===== src/rtl/uart_frame_parser_if.sv =====
// Byte-stream bundle between the UART receiver, the frame parser and its consumer.
// The slave side is the parser. The master side is the receiver/consumer environment.
interface uart_frame_parser_if;
   logic       iValid;
   logic [7:0] iData;
   logic [7:0] oData;
   logic       oValid;
   logic       iReady;
   logic       oFrameDone;
   logic       oErrCrc;
   logic       oErrTimeout;
   logic       oOverrun;
   logic       oBusy;

   modport master (
      output iValid, iData, iReady,
      input  oData, oValid, oFrameDone, oErrCrc, oErrTimeout, oOverrun, oBusy
   );

   modport slave (
      input  iValid, iData, iReady,
      output oData, oValid, oFrameDone, oErrCrc, oErrTimeout, oOverrun, oBusy
   );
endinterface


===== src/rtl/uart_frame_parser.sv =====
// Hunts a two-byte sync header in the UART byte stream, collects and checksums a fixed-length
// payload, then replays it over a valid/ready stream; flags CRC, timeout and overrun events.
module uart_frame_parser #(
   parameter logic [7:0] SYNC0       = 8'hA5,
   parameter logic [7:0] SYNC1       = 8'h5A,
   parameter int         PAYLOAD_LEN = 8,
   parameter int         TIMEOUT     = 5000
) (
   input  logic               clk,
   input  logic               rst,
   uart_frame_parser_if.slave bus
);

   localparam int IDX_W = $clog2(PAYLOAD_LEN) + 1;
   localparam int AW    = (PAYLOAD_LEN > 1) ? $clog2(PAYLOAD_LEN) : 1;
   localparam int TMR_W = $clog2(TIMEOUT);

   typedef enum logic [2:0] {HUNT, SYNC, PAYLOAD, CHECK, DRAIN} stateT;

   stateT            state, stateNext;
   logic             validP1;
   logic             accept;
   logic             timed;
   logic             bufWr;
   logic [IDX_W-1:0] idx, idxNext;
   logic [IDX_W-1:0] rd, rdNext;
   logic [7:0]       sum, sumNext;
   logic [TMR_W-1:0] timer, timerNext;
   logic             frameDone, frameDoneNext;
   logic             errCrc, errCrcNext;
   logic             errTimeout, errTimeoutNext;
   logic             overrun, overrunNext;
   logic [7:0]       payloadBuf [PAYLOAD_LEN];

   function automatic logic [7:0] sumAdd(input logic [7:0] a, input logic [7:0] b);
      return a + b;
   endfunction

   // A byte is taken only on the rising edge of the receiver's level-valid.
   assign accept = bus.iValid && !validP1;
   assign timed  = (state == SYNC) || (state == PAYLOAD) || (state == CHECK);

   always_comb begin
      stateNext      = state;
      idxNext        = idx;
      rdNext         = rd;
      sumNext        = sum;
      timerNext      = '0;
      bufWr          = 1'b0;
      frameDoneNext  = 1'b0;
      errCrcNext     = 1'b0;
      errTimeoutNext = 1'b0;
      overrunNext    = 1'b0;

      case (state)
         HUNT: begin
            if (accept && bus.iData == SYNC0) stateNext = SYNC;
         end
         SYNC: begin
            if (accept) begin
               if (bus.iData == SYNC1) begin
                  stateNext = PAYLOAD;
                  idxNext   = '0;
                  sumNext   = 8'h00;
               end else if (bus.iData != SYNC0) begin
                  stateNext = HUNT;
               end
            end
         end
         PAYLOAD: begin
            if (accept) begin
               bufWr   = 1'b1;
               sumNext = sumAdd(sum, bus.iData);
               idxNext = idx + 1'b1;
               if (idx == IDX_W'(PAYLOAD_LEN - 1)) stateNext = CHECK;
            end
         end
         CHECK: begin
            if (accept) begin
               if (sumAdd(sum, bus.iData) == 8'h00) begin
                  stateNext = DRAIN;
                  rdNext    = '0;
               end else begin
                  errCrcNext = 1'b1;
                  stateNext  = HUNT;
               end
            end
         end
         DRAIN: begin
            if (accept) overrunNext = 1'b1;
            if (bus.iReady) begin
               if (rd == IDX_W'(PAYLOAD_LEN - 1)) begin
                  frameDoneNext = 1'b1;
                  stateNext     = HUNT;
               end else begin
                  rdNext = rd + 1'b1;
               end
            end
         end
         default: stateNext = HUNT;
      endcase

      // An accept in the same cycle always wins; the pulse lands TIMEOUT cycles after the last accept.
      if (timed && !accept) begin
         if (timer == TMR_W'(TIMEOUT - 2)) begin
            errTimeoutNext = 1'b1;
            stateNext      = HUNT;
         end else begin
            timerNext = timer + 1'b1;
         end
      end
   end

   always_ff @(posedge clk or negedge rst) begin
      if (!rst) begin
         state      <= HUNT;
         validP1    <= 1'b0;
         idx        <= '0;
         rd         <= '0;
         sum        <= 8'h00;
         timer      <= '0;
         frameDone  <= 1'b0;
         errCrc     <= 1'b0;
         errTimeout <= 1'b0;
         overrun    <= 1'b0;
      end else begin
         state      <= stateNext;
         validP1    <= bus.iValid;
         idx        <= idxNext;
         rd         <= rdNext;
         sum        <= sumNext;
         timer      <= timerNext;
         frameDone  <= frameDoneNext;
         errCrc     <= errCrcNext;
         errTimeout <= errTimeoutNext;
         overrun    <= overrunNext;
      end
   end

   always_ff @(posedge clk) begin
      if (bufWr) payloadBuf[idx[AW-1:0]] <= bus.iData;
   end

   assign bus.oValid      = (state == DRAIN);
   assign bus.oData       = (state == DRAIN) ? payloadBuf[rd[AW-1:0]] : 8'h00;
   assign bus.oBusy       = (state != HUNT);
   assign bus.oFrameDone  = frameDone;
   assign bus.oErrCrc     = errCrc;
   assign bus.oErrTimeout = errTimeout;
   assign bus.oOverrun    = overrun;

endmodule

===== src/flat_wrapper.sv =====
// flat-port wrapper written by rule: the top's interface ports become plain ports
module uart_frame_parser_flat 
#(
   parameter logic [7:0] SYNC0       = 8'hA5,
   parameter logic [7:0] SYNC1       = 8'h5A,
   parameter int         PAYLOAD_LEN = 8,
   parameter int         TIMEOUT     = 5000
)
  (clk, rst, bus_iValid, bus_iData, bus_iReady, bus_oData, bus_oValid, bus_oFrameDone, bus_oErrCrc, bus_oErrTimeout, bus_oOverrun, bus_oBusy);
  uart_frame_parser_if bus_i ();
  input  logic clk;
  input  logic rst;
  input wire logic [$bits(bus_i.iValid)-1:0] bus_iValid;
  input wire logic [$bits(bus_i.iData)-1:0] bus_iData;
  input wire logic [$bits(bus_i.iReady)-1:0] bus_iReady;
  output wire logic [$bits(bus_i.oData)-1:0] bus_oData;
  output wire logic [$bits(bus_i.oValid)-1:0] bus_oValid;
  output wire logic [$bits(bus_i.oFrameDone)-1:0] bus_oFrameDone;
  output wire logic [$bits(bus_i.oErrCrc)-1:0] bus_oErrCrc;
  output wire logic [$bits(bus_i.oErrTimeout)-1:0] bus_oErrTimeout;
  output wire logic [$bits(bus_i.oOverrun)-1:0] bus_oOverrun;
  output wire logic [$bits(bus_i.oBusy)-1:0] bus_oBusy;
  assign bus_i.iValid = bus_iValid;
  assign bus_i.iData = bus_iData;
  assign bus_i.iReady = bus_iReady;
  assign bus_oData = bus_i.oData;
  assign bus_oValid = bus_i.oValid;
  assign bus_oFrameDone = bus_i.oFrameDone;
  assign bus_oErrCrc = bus_i.oErrCrc;
  assign bus_oErrTimeout = bus_i.oErrTimeout;
  assign bus_oOverrun = bus_i.oOverrun;
  assign bus_oBusy = bus_i.oBusy;
  uart_frame_parser #(.SYNC0(SYNC0), .SYNC1(SYNC1), .PAYLOAD_LEN(PAYLOAD_LEN), .TIMEOUT(TIMEOUT)) u_core (.clk(clk), .rst(rst), .bus(bus_i));
endmodule

===== config.mk =====
export PLATFORM = sky130hd
export DESIGN_NAME = uart_frame_parser_flat
export DESIGN_NICKNAME = d
export VERILOG_FILES = /design/src/rtl/uart_frame_parser_if.sv /design/src/rtl/uart_frame_parser.sv /design/src/flat_wrapper.sv
export SDC_FILE = /design/constraint.sdc
export NUM_CORES = 1
export LEC_CHECK = 0
export CAP_MARGIN = 20
export CORE_ASPECT_RATIO = 0.5
export CORE_UTILIZATION = 55
export DETAILED_ROUTE_END_ITERATION = 10
export PLACE_DENSITY_LB_ADDON = 0.25
export SYNTH_ARGS = -nofsm -noshare
export SYNTH_HDL_FRONTEND = slang
export SYNTH_SLANG_ARGS = --single-unit

===== constraint.sdc =====
create_clock -name clk -period 3.35 [get_ports clk]
set_clock_uncertainty 0.1 [all_clocks]
set_input_delay 0.67 -clock clk [delete_from_list [all_inputs] [get_ports clk]]
set_output_delay 0.67 -clock clk [all_outputs]
set_load 0.01 [all_outputs]

==> results.md, run 1 <==
- Headroom to the max-slew limit came out at around 45%.
- Of the synthesized area, sequential elements account for between 60 and 70%.
- In this run, distinct cell masters in the synthesized netlist total 43.
- The synthesized design contains 64 enable-type register cells.
- The setup path with the least slack is of type reg2out.
- The fraction of registers with async set/reset is about 37%.
- The final setup violation count is 0.
- After technology mapping, the gate count stands at 331.
- The number of global-route vias before repair is between 2k and 3k.
- The total power per unit cell area is 581 mW/mm^2.
- The port buffer count is 25.
- The number of antenna violations at the first check in global routing came to 0.
- The arrival time at the worst endpoint is approximately 2.4 ns.
- The first-pass detailed-route iteration total is 5.
- The total number of H-tree levels is 3.
- The number of buffers and inverters on the critical path is 1.
- The final layout contains 403 nets.
- The final core area utilization is 69.5%.
- Buffers inserted during clock tree synthesis total 9.
- The endpoint required time on the critical path is 2.58 ns.
- The share of the clock period used by the worst path after layout is 94.3%.
- The total area inside the core boundary comes to 0.00762 mm^2.
- The final number of hold-violating endpoints is 0.
- The library cells used most frequently in the layout, excluding fill and tap cells, are sky130_fd_sc_hd__edfxtp_1 (64), sky130_fd_sc_hd__nor2_1 (37), sky130_fd_sc_hd__dfrtp_1 (37).
- The floorplan step set the die height to 66.0 um.
- The maximum fanout encountered on the critical timing path is 19.
- VDD sags by at most 317 uV.
- The library cell used most frequently in the layout, excluding fill and tap cells, is sky130_fd_sc_hd__edfxtp_1.
- In the final layout, the multi-input gates occupy 0.00160 mm^2.
- OpenSTA, run right after detailed placement, puts the worst setup slack at -0.0350 ns.
- The power consumption is 3.08 mW.
- The number of setup buffers added after CTS is 0.
- Traced cell by cell, the critical path runs through mux4_2 > mux2i_1 > nor2_1 > clkdlybuf4s50_1.
- The overflow left after global routing is 0.
- The first routing iteration left 291 violations.
- The run finished with clean final reports.
- STA classifies the critical path startpoint as a flip-flop.
- The final estimated routing congestion in global placement is roughly 0.91.
- TritonCTS built the clock tree.
- The per-cell routed wire length is 18.4 um.
- The sort of element at the end of the critical path is an output pin.
- Using the TritonRoute via totals, the vias-per-cell ratio works out to 5.88.
- The clock latency of the later-clocked register in the worst-skew pair is 0.34 ns.
- The count of synthesis-stage warnings from yosys is 0.
- In the final layout, the share of cells above drive strength 1 is 14.8%.
- For this run, the top clock speed supported by timing is around 320 MHz.
- The floorplan step defined a die boundary enclosing 0.00858 mm^2.
- The CTS sink count is 101.
- For this run, the slowest stage of the critical path takes slightly below 0.9 ns.
- The first-pass GRT wire length is 14.4 mm.
- The worst hold-check slack is roughly 0.42 ns.
- In the post-route analysis, the smallest setup slack over all paths is ~0.19 ns.
- Across the run, the number of max-cap violations was 0.
- In this run the mean area of a mapped cell was 13.6 um^2.
- The library cell contributing the largest single delay on the critical path is sky130_fd_sc_hd__dfrtp_1.
- The primary flip-flop cell chosen by synthesis mapping is sky130_fd_sc_hd__edfxtp_1.
- Registers take 0.00285 mm^2.
- The type of the worst min-delay path is reg2reg.
- Clock-pin slew was measured on the worst setup and hold paths at 0.06 ns.
- The total instance count after detailed placement is 476.
- The aggregate global-route resource usage is 23.8%.
- The buffer cell driving the clock tree root is sky130_fd_sc_hd__clkbuf_16.
- After clock tree synthesis, the flow added hold-fix buffers numbering 0.
- The number of core rows is 22.
- The filler cell count in the final layout is 527.
- Counting along the longest clock path gives a buffer depth of 2.
- The number of nets handed over by synthesis was 355.
- The synthesized flop and latch total is 101.
- The number of nets with antenna violations after routing is 0.
- In this run, post-CTS repair resized a total of 0 instances.
- Entering global routing, the biggest net connects 38 pins.
- The number of slew-limit violations in the final report came to 0.
- The initial utilization of the core area, before any placement, comes to about three fifths.
- The antenna diode count is 0.
- The number of ports placed on the die boundary is 26.
- The HPWL reported at the end of detailed placement is 6.06 mm.
- The time the final worst path needs with I/O delays and setup is 3.16 ns.
- Setup repair after global routing left no endpoint under its margin.
- The total length of routed wires is approximately 9 mm.
- The final cell count without fillers is 492.
- Grouping stages by cell kind, the critical path spends the most delay in flip-flops.
- At the pin with the least slew margin, the transition time is 0.824 ns.
- The analysis attributes to cell leakage a power of 1.94 nW.
- From synthesis to final layout, the design area changed by 17.6%.
- After detailed routing, the number of remaining DRC violations is 0.
- The total number of vias is roughly 2.9k.
- The post-synth design cell area is 0.00451 mm^2.
- The width of the die is 130 um.
## Yosys cell counts, types with 2 or more instances
library cell	count	area, um^2
sky130_fd_sc_hd__ha_1	11	138
sky130_fd_sc_hd__mux4_2	16	360
sky130_fd_sc_hd__nand2b_1	3	18.8
sky130_fd_sc_hd__and3_1	3	18.8
sky130_fd_sc_hd__nand3b_1	2	15.0
sky130_fd_sc_hd__or3_1	3	18.8
sky130_fd_sc_hd__dfrtp_1	37	926
sky130_fd_sc_hd__buf_2	2	10.0
sky130_fd_sc_hd__a41oi_1	2	17.5
sky130_fd_sc_hd__nor4b_1	2	17.5
sky130_fd_sc_hd__inv_1	4	15.0
sky130_fd_sc_hd__nor2b_1	5	31.3
sky130_fd_sc_hd__xor2_1	10	87.6
sky130_fd_sc_hd__clkbuf_1	9	33.8
sky130_fd_sc_hd__edfxtp_1	64	1920
sky130_fd_sc_hd__nor4bb_1	3	30.0
sky130_fd_sc_hd__nand4_1	3	18.8
sky130_fd_sc_hd__a21oi_1	8	40.0
sky130_fd_sc_hd__nand2_1	30	113
sky130_fd_sc_hd__o21ai_0	15	75.1
sky130_fd_sc_hd__mux2i_1	8	80.1
sky130_fd_sc_hd__nand3_1	13	65.1
sky130_fd_sc_hd__nor4_1	2	12.5
sky130_fd_sc_hd__o22ai_1	6	37.5
sky130_fd_sc_hd__nor3_1	10	50.1
sky130_fd_sc_hd__nor2_1	37	139
sky130_fd_sc_hd__nor3b_1	2	15.0
sky130_fd_sc_hd__xnor2_1	6	52.6
## final cells by class
cell class              instances  share of cell area, %
clock buffers                  11                   4.39
clock inverters                 5                  0.661
repair buffers                 48                   8.21
well taps                     108                   2.55
multi-input cells             214                   30.1
flip-flops and latches        101                   53.7
inverters                       5                  0.354
## logic make-up (layout without fill, tap and decap cells)
logic type,after synthesis,after routing,synth area share [%]
xor gates and xnor gates,16,16,3.11
adders and majority gates,12,12,3.50
buffers and inverters,16,69,1.39
and+or+nand+nor,122,122,13.2
DFF,101,101,63.2
muxes,24,24,9.77
AOI/OAI and AO/OA,40,40,5.91
## registers in the layout (all words and copies together), names as in the netlist
name / count
u_core.payloadBuf: 64
u_core.timer: 13
u_core.sum: 8
u_core.idx: 4
u_core.rd: 4
u_core.state: 3
u_core.bus.oErrCrc: 1
u_core.bus.oErrTimeout: 1
u_core.bus.oFrameDone: 1
u_core.bus.oOverrun: 1
u_core.validP1: 1
## through the flow
| stage | TNS (ns) | area, um^2 |
|---|---|---|
| 5_1_grt | 0 | 5300 |
| 3_3_place_gp | 0 | 5030 |
| 2_1_floorplan | 0 | 4510 |
| 6_report | 0 | 5300 |
| 3_5_place_dp | -0.0350 | 5030 |
| 4_1_cts | 0 | 5300 |
## report_power, final
group / internal, mW / switching (mW) / total [mW]
sequential: 1.35 / 0.0947 / 1.45
clock: 0.505 / 0.446 / 0.951
combinational: 0.381 / 0.302 / 0.683
total: 2.24 / 0.843 / 3.08
## worst register-to-register path, cell delays in order, from the launching register on
cell	delay (ns)
sky130_fd_sc_hd__dfrtp_1	0.39
sky130_fd_sc_hd__ha_1	0.22
sky130_fd_sc_hd__fa_1	0.40
sky130_fd_sc_hd__nand3_1	0.13
sky130_fd_sc_hd__nand2_1	0.08
sky130_fd_sc_hd__xnor2_1	0.21
sky130_fd_sc_hd__and3_1	0.22
sky130_fd_sc_hd__a41oi_1	0.14
sky130_fd_sc_hd__buf_4	0.18
sky130_fd_sc_hd__o21ai_0	0.24
sky130_fd_sc_hd__o41ai_2	0.12
## path summary, 6_finish.rpt
check | start | endpoint | slack, ns | cells past startpoint
min in group asynchronous | rst | u_core.rd[2]$_DFFE_PN0P_ | 0.65 | 2
worst min-delay path | u_core.rd[3]$_DFFE_PN0P_ | u_core.rd[3]$_DFFE_PN0P_ | 0.42 | 1
max in group asynchronous | rst | u_core.sum[3]$_DFFE_PN0P_ | 2.18 | 2
worst max register to register | u_core.sum[0]$_DFFE_PN0P_ | u_core.rd[3]$_DFFE_PN0P_ | 0.78 | 10
worst max-delay path | u_core.rd[1]$_DFFE_PN0P_ | bus_oData[0] | 0.19 | 4
worst min register to register | u_core.rd[3]$_DFFE_PN0P_ | u_core.rd[3]$_DFFE_PN0P_ | 0.42 | 1
## layer usage
layer | vias to the layer above | global-route usage (%) | share of wire (%)
met1 | 1447 | 29.9 | 44
met3 | 17 | 7.28 | 5.7
met5 | - | 0 | 0
met2 | 87 | 39.6 | 48
met4 | 0 | 8.28 | 1.6
li1 | 1343 | - | -
Note: power is estimated with default switching activity, not from simulation.
==> inputs of run 2 (changes only) <==
Settings changed: MAX_ROUTING_LAYER set to met4.
Clock period 3.35 ns to 3.5 ns, I/O delays scaled along.
==> results.md, run 2 (synthesized netlist as in run 1, its figures left out) <==
- Status: complete, no violations (unchanged).
- The sort of element at the end of the critical path is an output pin (unchanged).
- The design internal power is 2.37 mW (was 2.24 mW).
- The CTS tree is built (unchanged).
- Critical path cell sequence: mux4_2 > mux2i_1 > nor2_1 > clkdlybuf4s50_1 (unchanged).
- The initial core utilization came to 59.1% (unchanged).
- The largest net degree at the start of global routing is 38 (unchanged).
- The buffer cell driving the clock tree root was sky130_fd_sc_hd__clkbuf_16 (unchanged).
- The share of the clock period used by the worst path after layout is 93.4%.
- The width of the die is 130 um (unchanged).
- The number of core rows was 22 (unchanged).
- The library cell contributing the largest single delay on the critical path is sky130_fd_sc_hd__dfrtp_1 (unchanged).
- The routed design could run at a clock period as short as 3.27 ns.
- The overflow left after global routing is 0 (unchanged).
- The full die area came to 0.00858 mm^2 (unchanged).
- The total power per unit cell area is 594 mW/mm^2 (was 581 mW/mm^2).
- The final setup violation count came to 0 (unchanged).
- The first-pass GRT wire length is 14.4 mm (about the same).
- The total length of routed wires is 9.05 mm (about the same).
- The final number of hold-violating endpoints was 0 (unchanged).
- The number of ports placed on the die boundary is 26 (unchanged).
- The headroom to the max-slew limit is 40.9% (was 45.1%).
- The post-cts repair resize count is 0 (unchanged).
- The peak supply drop is 266 uV (was 317 uV).
- The number of antenna violations at the first check in global routing came to 0 (unchanged).
- The aggregate global-route resource usage was 24.5% (was 23.8%).
- The stage delay of the slowest cell on the critical path is 0.93 ns (was 0.88 ns).
- The cell count of the worst reg-to-reg path is 8 (was 10).
- The detailed-routing wirelength on met1 was 3.87 mm (was 4.02 mm).
- The startpoint type of the worst setup path was a flip-flop (unchanged).
- The worst min-delay path endpoint is u_core.rd[3]$_DFFE_PN0P_ (unchanged).
- The commonest non-fill, non-tap cell in the layout is sky130_fd_sc_hd__edfxtp_1 (unchanged).
- The HPWL reported at the end of detailed placement was 5.97 mm (was 6.06 mm).
- The sequential standard cell area came to 0.00285 mm^2 (unchanged).
- The clock transition at the registers of the reported paths is 0.07 ns (was 0.06 ns).
- The endpoint required time on the critical path is 2.70 ns (was 2.58 ns).
- The number of nets with antenna violations after routing was 0 (unchanged).
- Setup repair after global routing missed its margin: false (unchanged).
- The number of global-route vias before repair is 2907 (was 2866).
- The cell count of the worst hold path is 1 (unchanged).
- The highest metal layer with signal wires is met4 (unchanged).
- The switching portion of total power came to 25.8% (was 27.3%).
- The category of the most critical setup path was reg2out (unchanged).
- The met3 layer wire length in the routed design is 566 um (was 516 um).
- The capture point of the worst reg-to-reg path is u_core.rd[3]$_DFFE_PN0P_ (unchanged).
- The relative area change from synthesis to final layout is 19.2% (was 17.6%).
- The launch point of the worst hold path was u_core.rd[3]$_DFFE_PN0P_ (unchanged).
- The total number of vias is 2863 (was 2894).
- The worst reg2reg path startpoint was u_core.sum[0]$_DFFE_PN0P_ (unchanged).
- The antenna diode count is 0 (unchanged).
- The slack of the worst reg-to-reg path is 0.89 ns (was 0.78 ns).
- The sequential fraction of design power is 43.6% (was 47.0%).
- The setup TNS is 0 ns (unchanged).
- The total clock buffers created by CTS is 9 (unchanged).
- The post-route DRC violation count is 0 (unchanged).
- The area used by multi-input combinational logic is 0.00160 mm^2 (unchanged).
- The proportion of layout cells with a drive suffix above 1 was 15.2% (was 14.8%).
- The area of the placeable core is 0.00762 mm^2 (unchanged).
- The arrival time at the worst endpoint is 2.47 ns (was 2.39 ns).
- The share of total power in the clock network is 36.1% (was 30.9%).
- The leakage power is 1.97 nW (was 1.94 nW).
- The number of slew-limit violations in the final report is 0 (unchanged).
- The port buffer count is 25 (unchanged).
- The number of DRC markers in iteration 0 came to 270 (was 291).
- The via count normalized by instance count was 5.84 (was 5.88).
- The net switching component of the power is 0.824 mW (was 0.843 mW).
- The die height is 66.0 um (unchanged).
- The maximum fanout encountered on the critical timing path is 19 (unchanged).
- The CTS sink count came to 101 (unchanged).
- The clock latency of the later-clocked register in the worst-skew pair is 0.34 ns (about the same).
- The slew of the pin with the lowest slew margin was 0.887 ns (was 0.824 ns).
- The number of setup buffers added after CTS is 0 (unchanged).
- The final net count is 401 (was 403).
- The per-cell routed wire length is 18.5 um (was 18.4 um).
- The deepest clock path buffer count is 2 (unchanged).
- The highest clock frequency the design can meet is between 300 and 400 MHz.
- The worst hold-check slack is 0.428 ns (was 0.420 ns).
- The count of maximum capacitance violations was 0 (unchanged).
- The type of the worst min-delay path is reg2reg (unchanged).
- The first-pass detailed-route iteration total is 5 (unchanged).
- The final estimated routing congestion in global placement is 0.884 (was 0.913).
- The total number of H-tree levels is 3 (unchanged).
- The detailed-routed wire length on met2 is 4.44 mm (was 4.36 mm).
- The quantity of hold-fixing buffers added after cts is 0 (unchanged).
- The filler cell count in the final layout is 529 (was 527).
- Most frequent cells in the layout: sky130_fd_sc_hd__edfxtp_1 (64), sky130_fd_sc_hd__nor2_1 (37), sky130_fd_sc_hd__dfrtp_1 (37) (unchanged).
- The part of the total power dissipated in combinational logic is 20.3% (was 22.1%).
- The number of flip-flops in the largest register was 64 (unchanged).
==> run 2: power by group through the flow <==
| stage | logic, mW | clock network [mW] | registers, mW |
|---|---|---|---|
| floorplan | 0.450 | 0 | 1.34 |
| global placement | 0.634 | 0 | 1.41 |
| detailed placement | 0.647 | 0 | 1.41 |
| CTS | 0.655 | 1.17 | 1.39 |
| global route | 0.704 | 1.22 | 1.40 |
| finish | 0.648 | 1.15 | 1.39 |
==> run 2: how the worst max path moves through the flow <==
stage / to / from / slack (ns)
after floorplan: u_core.payloadBuf[0][0]$_DFFE_PP_ / bus_iValid / 0.74
after global placement: u_core.rd[3]$_DFFE_PN0P_ / bus_iData[0] / 0.14
after detailed placement: u_core.rd[3]$_DFFE_PN0P_ / bus_iData[0] / 0.09
after CTS: bus_oData[1] / u_core.rd[1]$_DFFE_PN0P_ / 0.20
after global routing: bus_oData[1] / u_core.rd[1]$_DFFE_PN0P_ / 0.11
final: bus_oData[1] / u_core.rd[1]$_DFFE_PN0P_ / 0.23
==> run 2: critical path: cells and delay by family (launching register included) <==
kind	cells	cell delay (ns)
AND/OR/NAND/NOR	1	0.07
flip-flops	1	0.93
buffers and inverters	1	0.50
multiplexers	2	0.62
==> run 2: area by class of cell <==
cell class                      instances  area share, %
Timing Repair Buffer                   46           7.82
Multi-Input combinational cell        214           29.7
Inverter                                5          0.349
Clock inverter                          7           2.38
Sequential cell                       101           53.0
Tap cell                              108           2.52
Clock buffer                            9           4.19
==> run 2: metrics by stage <==
stage	cell area (um^2)	cells	worst slack (ns)	utilization, %	power (mW)
after floorplan	4510	331	0.736	-	1.79
after global placement	5020	474	0.145	65.8	2.04
after detailed placement	5020	474	0.0905	65.8	2.06
after CTS	5370	490	0.201	70.5	3.22
after global routing	5370	490	0.110	70.5	3.32
final	5370	490	0.230	70.5	3.19
==> run 2: layer usage <==
layer,up-vias,track usage (%)
li1,1341,-
met1,1425,29.3
met2,82,39.4
met3,15,6.96
met4,0,10.6
met5,-,-
